==> config.mk <==
export PLATFORM = sky130hd
export DESIGN_NAME = imem_arbiter
export DESIGN_NICKNAME = d
export VERILOG_FILES = /design/src/rtl/imem_arbiter_pkg.sv /design/src/rtl/imem_arbiter_rr_arbiter2.sv /design/src/rtl/imem_arbiter.sv
export SDC_FILE = /design/constraint.sdc
export NUM_CORES = 1
export LEC_CHECK = 0
export CAP_MARGIN = 20
export CORE_AREA = 8 8 110 112
export CTS_BUF_LIST = sky130_fd_sc_hd__clkbuf_8
export CTS_CLUSTER_DIAMETER = 100
export DETAILED_ROUTE_END_ITERATION = 8
export DIE_AREA = 0 0 118 120
export PLACE_DENSITY = 0.74
export SYNTH_ARGS = -nofsm -noshare
export SYNTH_HDL_FRONTEND = slang
export SYNTH_SLANG_ARGS = --single-unit
==> constraint.sdc <==
create_clock -name clk -period 1.6 [get_ports clk]
set_clock_uncertainty 0.15 [all_clocks]
set_input_delay 0.16 -clock clk [delete_from_list [all_inputs] [get_ports clk]]
set_output_delay 0.16 -clock clk [all_outputs]
set_load 0.02 [all_outputs]
==> src/rtl/imem_arbiter_pkg.sv <==
// ============================================================================
// Module      : imem_arbiter_pkg
// Description : Shared types and constants for the instruction-memory
//               read-port arbiter.
// Revision    : 1.0 - initial release
// ============================================================================
`default_nettype none

package imem_arbiter_pkg;

    typedef enum logic [2:0] {
        ALU = 3'd0,
        BU  = 3'd1,
        LSU = 3'd2,
        MUL = 3'd3,
        DIV = 3'd4,
        CSR = 3'd5
    } e_functional_unit;

    typedef enum logic [0:0] {
        ARB_IDLE = 1'b0,
        ARB_WAIT = 1'b1
    } e_arb_state;

    typedef enum logic [0:0] {
        OWN_IFU = 1'b0,
        OWN_LSU = 1'b1
    } e_arb_owner;

    // Bit positions of each requester in the req/grant vectors
    localparam int unsigned c_IDX_IFU = 0;
    localparam int unsigned c_IDX_LSU = 1;

    function automatic logic is_flush(input logic valid, input e_functional_unit rs);
        return valid && (rs == BU);
    endfunction

endpackage

`default_nettype wire

==> src/rtl/imem_arbiter_rr_arbiter2.sv <==
// ============================================================================
// Module      : rr_arbiter2
// Description : Two-way round-robin grant; on a tie the requester that was
//               not granted last time wins.
// Revision    : 1.0 - initial release
// ============================================================================
`default_nettype none

module rr_arbiter2
    import imem_arbiter_pkg::*;
(
    input  logic       clk,
    input  logic       rst,
    input  logic [1:0] req,
    input  logic       advance,
    output logic [1:0] grant
);

    // Reset value points at the LSU so the IFU takes the first tie
    logic r_last_lsu;

    always_comb begin
        grant = 2'b00;
        case (req)
            2'b01:   grant[c_IDX_IFU] = 1'b1;
            2'b10:   grant[c_IDX_LSU] = 1'b1;
            2'b11: begin
                if (r_last_lsu) begin
                    grant[c_IDX_IFU] = 1'b1;
                end else begin
                    grant[c_IDX_LSU] = 1'b1;
                end
            end
            default: grant = 2'b00;
        endcase
    end

    always_ff @(posedge clk or negedge rst) begin
        if (!rst) begin
            r_last_lsu <= 1'b1;
        end else if (advance) begin
            r_last_lsu <= grant[c_IDX_LSU];
        end
    end

endmodule

`default_nettype wire

==> src/rtl/imem_arbiter.sv <==
// ============================================================================
// Module      : imem_arbiter
// Description : Shares the instruction-memory read port between the IFU and
//               a secondary reader; BU broadcasts discard stale fetches.
// Revision    : 1.0 - initial release
// ============================================================================
`default_nettype none

module imem_arbiter
    import imem_arbiter_pkg::*;
#(
    parameter int ADDRESS_WIDTH = 64
) (
    input  logic                     clk,
    input  logic                     rst,

    input  logic                     bcast_valid_i,
    input  e_functional_unit         bcast_rs_i,

    input  logic [ADDRESS_WIDTH-1:0] ifu_addr_i,
    input  logic                     ifu_en_i,
    output logic [31:0]              ifu_insn_o,
    output logic                     ifu_busy_o,
    output logic                     ifu_rdy_o,

    input  logic [ADDRESS_WIDTH-1:0] lsu_addr_i,
    input  logic                     lsu_en_i,
    output logic [31:0]              lsu_data_o,
    output logic                     lsu_busy_o,
    output logic                     lsu_rdy_o,

    output logic [ADDRESS_WIDTH-1:0] mem_addr_o,
    output logic                     mem_en_o,
    input  logic [31:0]              mem_data_i,
    input  logic                     mem_busy_i,
    input  logic                     mem_rdy_i
);

    e_arb_state r_state;
    e_arb_owner r_owner;
    logic       r_drop;

    logic       w_flush;
    logic       w_idle;
    logic       w_issue;
    logic       w_resp;
    logic [1:0] w_req;
    logic [1:0] w_grant;
    e_arb_owner w_winner;

    assign w_flush  = is_flush(bcast_valid_i, bcast_rs_i);
    assign w_req    = {lsu_en_i, ifu_en_i};
    assign w_winner = w_grant[c_IDX_LSU] ? OWN_LSU : OWN_IFU;

    // rst is folded in so the outputs read idle/busy while reset is held
    assign w_idle  = rst && (r_state == ARB_IDLE);
    assign w_issue = w_idle && !mem_busy_i && (|w_req);
    assign w_resp  = rst && (r_state == ARB_WAIT) && mem_rdy_i;

    rr_arbiter2 u_rr_arbiter2 (
        .clk     (clk),
        .rst     (rst),
        .req     (w_req),
        .advance (w_issue),
        .grant   (w_grant)
    );

    assign mem_en_o   = w_issue;
    assign mem_addr_o = !rst ? '0
                      : (w_winner == OWN_LSU) ? lsu_addr_i : ifu_addr_i;

    assign ifu_busy_o = !(w_issue && w_grant[c_IDX_IFU]);
    assign lsu_busy_o = !(w_issue && w_grant[c_IDX_LSU]);

    // A flush landing on the response cycle suppresses delivery as well
    assign ifu_rdy_o  = w_resp && (r_owner == OWN_IFU) && !r_drop && !w_flush;
    assign lsu_rdy_o  = w_resp && (r_owner == OWN_LSU);

    assign ifu_insn_o = mem_data_i;
    assign lsu_data_o = mem_data_i;

    always_ff @(posedge clk or negedge rst) begin
        if (!rst) begin
            r_state <= ARB_IDLE;
            r_owner <= OWN_IFU;
            r_drop  <= 1'b0;
        end else begin
            case (r_state)
                ARB_IDLE: begin
                    if (w_issue) begin
                        r_state <= ARB_WAIT;
                        r_owner <= w_winner;
                        r_drop  <= (w_winner == OWN_IFU) && w_flush;
                    end
                end
                ARB_WAIT: begin
                    if (mem_rdy_i) begin
                        r_state <= ARB_IDLE;
                        r_drop  <= 1'b0;
                    end else if (w_flush && (r_owner == OWN_IFU)) begin
                        r_drop  <= 1'b1;
                    end
                end
                default: begin
                    r_state <= ARB_IDLE;
                    r_drop  <= 1'b0;
                end
            endcase
        end
    end

endmodule

`default_nettype wire

Yosys cells after proc, flatten, opt, wreduce, memory -nomap -nowiden
Cells that the tools add are included.

word-level totals
  input bits = 170
  logic and storage cells = 49
  output and inout port bits = 133
  flip-flop bits (word level) = 4

cells by class
  reductions and logical operators = 22
  muxes and demuxes = 14
  equality and inequality tests = 6
  bitwise operators = 3

operators by type and width
  kind                                                 number
  2-to-1 mux 64 bit                                    2
  logical AND 1 bit                                    14
  2-to-1 mux 1 bit                                     8
  one-hot mux 1 bit (2 select lines)                   4
  zero test 1 bit                                      5
  equality test 2 bit, second input constant           2
  AND reduction 2 bit                                  2
  equality test 3 x 1 -> 1 bit, second input constant  1
  != test 3 x 2 -> 1 bit, second input constant        1
  inverter 1 bit                                       3
  equality test 2 x 1 -> 1 bit, second input constant  1
  != test 2 bit, second input constant                 1
  OR reduction 2 bit                                   1

Depth between registers and ports, before layout
  depth in word-level cells = 7
  depth in mapped cells = 5
  gate-level depth less buffers = 3

Cells and area by module
From an unflattened synthesis, not the netlist that was laid out.

unflattened totals
  cell total of the unflattened synthesis = 233
  area, all modules = 1,913.1 um^2

modules (own cells, without submodules)
  module        times used  sequential area each (um^2)  area each (um^2)  cells each
  imem_arbiter  1           75.1                         1,849.3           228
  rr_arbiter2   1           26.3                         63.8              5

Least setup slack after synthesis
Ideal clock, no wire load.

  path kind = reg2out
  start = reg u_rr_arbiter2.r_last_lsu
  end = out mem_addr_o[55]
  cell stages (with the launch flop) = 5
  buffers on the path = 1
  data arrival time = 1.388 ns
  slack = -0.098 ns
  data required time = 1.290 ns
  path through = dfstp_2 -> a21bo_2 -> clkbuf_1 -> nand2_1 -> a21oi_1

on the way
  longest elaborated chain between the ends = 5

ends and longest elaborated chain
  what                                line                            text
  from (decl)                         imem_arbiter_rr_arbiter2.sv:20  logic r_last_lsu;
  from (signal assigned)              imem_arbiter_rr_arbiter2.sv:42  r_last_lsu <= grant[c_IDX_LSU];
  2-to-1 mux 1 bit                    imem_arbiter_rr_arbiter2.sv:28  if (r_last_lsu) begin
  one-hot mux 1 bit (2 select lines)  imem_arbiter_rr_arbiter2.sv:24  case (req)
  2-to-1 mux 1 bit                    imem_arbiter.sv:53              assign w_winner = w_grant[c_IDX_LSU] ? OWN_LSU : OWN_IFU;
  2-to-1 mux 64 bit                   imem_arbiter.sv:70              : (w_winner == OWN_LSU) ? lsu_addr_i : ifu_addr_i;
  2-to-1 mux 64 bit                   imem_arbiter.sv:69              assign mem_addr_o = !rst ? '0
  to (decl)                           imem_arbiter.sv:32              output logic [ADDRESS_WIDTH-1:0] mem_addr_o,

No other way between the ends.

Final worst setup path
  start = reg u_rr_arbiter2.r_last_lsu
  end = out mem_addr_o[3]

Same word-level chain as after synthesis.

==> results by group <==
Placed design
  • Post-detailed-placement half-perimeter wirelength: slightly below 8000 µm
  • Input/output buffers: just over 200
  • Gp weighted congestion: between 0.8 and 0.9

Global route
  • Initial antenna violation count: 0
  • Remaining global-route overflow: 0
  • Gr usage total: roughly 14%
  • Pin count of the biggest net entering global routing: 36
  • Via count of the first global-routing pass: slightly below 3k
  • Global-route wire length before repair: between 15000 and 20000 µm

Power
  • Internal power of the cells: 1.403 mW
  • Register share of total power: about 6.6%
  • Proportion of total power due to net switching: ~42%
  • Power Dens Cells: 529.1 nW/µm²
  • Clock power frac: a little under a tenth
  • Power dissipated by switching net loads: 1.027 mW
  • LEAKAGE: around 1.9 nW
  • Worst vdd rail ir drop: 382.2 µV
  • Share of total power in combinational logic: between 80 and 90%

Final layout
  • Number of filler cells placed in the layout: 1016
  • FF+latch area: between 100 and 150 µm²
  • Area added between synthesis and finish: 173.9%
  • Number of nets in the final layout: about 640
  • Final design utilization: a little over two fifths
  • Ant. Diodes: 0
  • Total area of multi-input combinational cells: ~1500 µm²
  • Ratio of cells with drive above 1 in the final layout: roughly 53%

Routing
  • Detailed-route DRC error count: 0
  • Post-Route WL: 11850 µm
  • Detail-routed net length per standard cell: 19.49 µm
  • Via density: between 4 and 5
  • Number of iterations in the first detailed-routing pass: 6
  • Starting DRT DRC Count: 66
  • Number of routed nets with antenna violations: 0
  • Routed vias: between 2k and 3k

Clocking
  • Clock buffer depth: 2
  • Clock slew seen by the registers of the worst setup and hold paths: 30 ps
  • Number of CTS-inserted buffers: 3
  • Worst-skew pair later-pin latency: between 200 and 250 ps
  • Count of clock tree sinks: 4
  • # H-tree levels: 1
  • CTS tree: yes
  • CTS root buf: clkbuf_8

Floorplanning
  • Starting density of the core: between 15 and 20%
  • Core footprint: 10510 µm²
  • Overall die width: between 100 and 150 µm
  • Number of top-level pins: slightly above 300
  • Vert. Die Dim: 120 µm
  • Row count: 38
  • Die Area: about 14000 µm²

STA
  • Slack of the critical path: -341.6 ps
  • F_max: just over 500 MHz
  • Setup repair after global routing missed its margin: yes
  • Post-route clock period utilization: 121.3%
  • Hold violation count in the final report: 0
  • Pin slew with the least headroom to its limit: between 300 and 400 ps
  • Count of endpoints failing setup in the final report: between 60 and 70
  • Max Slew Vio Count: 0
  • Final setup TNS: -19480 ps
  • Period minus WS final: ~1900 ps
  • Headroom to the max-slew limit: around 74%

Synthesis
  • Post-synthesis cell type with the largest combined area: buf_4
  • Ys flop type: dfrtp_1
  • Number of warnings issued by yosys: 0
  • Cell types with the highest counts after synthesis: nand2_1, buf_4, a21oi_1
  • Dominant cell by count in the synthesized netlist: nand2_1
  • Async S/R FF share, synth: 100.0%
  • Number of enable-type register cells in the synthesized netlist: 0
  • Post-synthesis instance total: slightly above 300
  • Avg Inst Size Synth: 5.515 µm²
  • Number of nets produced by synthesis: about 470
  • Post-synthesis sequential area ratio: under 10%
  • Largest cells by area after synthesis: buf_4, nand2_1, a21oi_1
  • Netlist area before placement: around 1700 µm²
  • Unique masters post-synth: 26
  • Count of state elements after synthesis: 4
  • Synth top area share: between 30% and 40%

Worst setup path
  • Highest fanout seen on the critical path: 5
  • Crit. End Element: primary output
  • Category of the worst setup path launch point: register
  • Setup CP Type: reg2out
  • Worst endpoint data arrival time: 1630 ps
  • CP Data Required Time: around 1300 ps

Worst hold path
  • Hold WC Path Type: in2out

Outcome
  • Failing checks: negative setup slack
  • Result of the run: finished with violations

Run
  • MaxCap Viol Count: 0
## what timing repair did
item | CTS | global route
pin swaps | 6 | 66
endpoints found under the hold margin | 0 | 4
endpoints found under the setup margin | 71 | 71
cloned | 8 | 5
hold buffers | 0 | 1
gates resized for setup | 403 | 132
setup buffers | 7 | 4
## routing by layer
layer,track usage (%),wire length (µm)
met1,14.45,4371
met2,26.72,6224
met3,4.274,839
met4,4.644,415
met5,0,0
## through the flow
stage                     hold WS (ps)  setup WS [ps]  cells  area [µm²]  power (mW)
after detailed placement         170.2         -756.7    582        3669       1.614
after floorplan                 -285.6         -4.439    304        1819       1.042
final                            170.0         -341.6    608        4592       2.430
after global placement           170.2         -712.7    582        3669       1.585
after global routing             170.0         -376.7    608        4592       2.554
after CTS                        90.94         -350.6    601        4024       2.152
## worst paths after layout
| path | end | from | slack [ps] | cells past startpoint |
|---|---|---|---|---|
| worst max-delay path | mem_addr_o[3] | u_rr_arbiter2.r_last_lsu$_DFFE_PN1P_ | -340 | 6 |
| worst min-delay path | ifu_insn_o[10] | mem_data_i[10] | 170 | 0 |
| min in group asynchronous | r_drop$_DFFE_PN0P_ | rst | 320 | 3 |
| worst max register to register | r_drop$_DFFE_PN0P_ | u_rr_arbiter2.r_last_lsu$_DFFE_PN1P_ | -160 | 6 |
| max in group asynchronous | u_rr_arbiter2.r_last_lsu$_DFFE_PN1P_ | rst | 730 | 3 |
| worst min register to register | r_owner$_DFFE_PN0P_ | r_owner$_DFFE_PN0P_ | 420 | 2 |
## sequential cells by signal, summed over array words and instances (netlist names)
name,count
r_drop,1
u_rr_arbiter2.r_last_lsu,1
r_owner,1
r_state,1
## layout by cell type, fill, tap and decap left out, drive strengths merged, types with 2 or more instances in the layout
cell,synthesis,final
dlymetal6s2s,0,3
buf,81,102
nand2,130,130
dfrtp,3,3
a21oi,64,64
nand3,2,2
inv,2,3
nor4,2,2
clkbuf,4,8
clkdlybuf4s50,0,132
dlygate4sd2,0,2
nor2,3,3
## power groups by stage
stage | logic [mW] | clock network [mW] | registers, mW
after floorplan | 0.890 | 0 | 0.151
after global placement | 1.43 | 0 | 0.153
after detailed placement | 1.46 | 0 | 0.156
after CTS | 1.76 | 0.233 | 0.158
after global routing | 2.16 | 0.236 | 0.160
final | 2.04 | 0.230 | 0.160
## worst max-delay path: stages, from the launching register on
cell and delay, ps:
dfstp_2 570, a21bo_4 200, buf_12 150, buf_16 140
nand2_2 60, a21oi_2 150, buf_6 140
## kinds of logic (layout without fill, tap and decap cells)
family | after synthesis | count (layout) | share of synthesized area (%)
AO/OA/AOI/OAI | 70 | 70 | 22.54
buffers and inverters | 87 | 251 | 35.97
flip-flops | 4 | 4 | 6.045
multiplexers | 2 | 2 | 1.492
AND/OR/NAND/NOR | 141 | 141 | 33.96
## final cells by class
cell class                 count  share of cell area [%]
clock inverter                 1                 0.08174
multi-input combinational    213                   32.78
sequential                     4                   2.234
tap                          140                   3.815
inverter                       2                  0.1635
timing repair buffer         245                   60.03
clock buffer                   3                  0.8992
(Power assumes the default switching activity.)
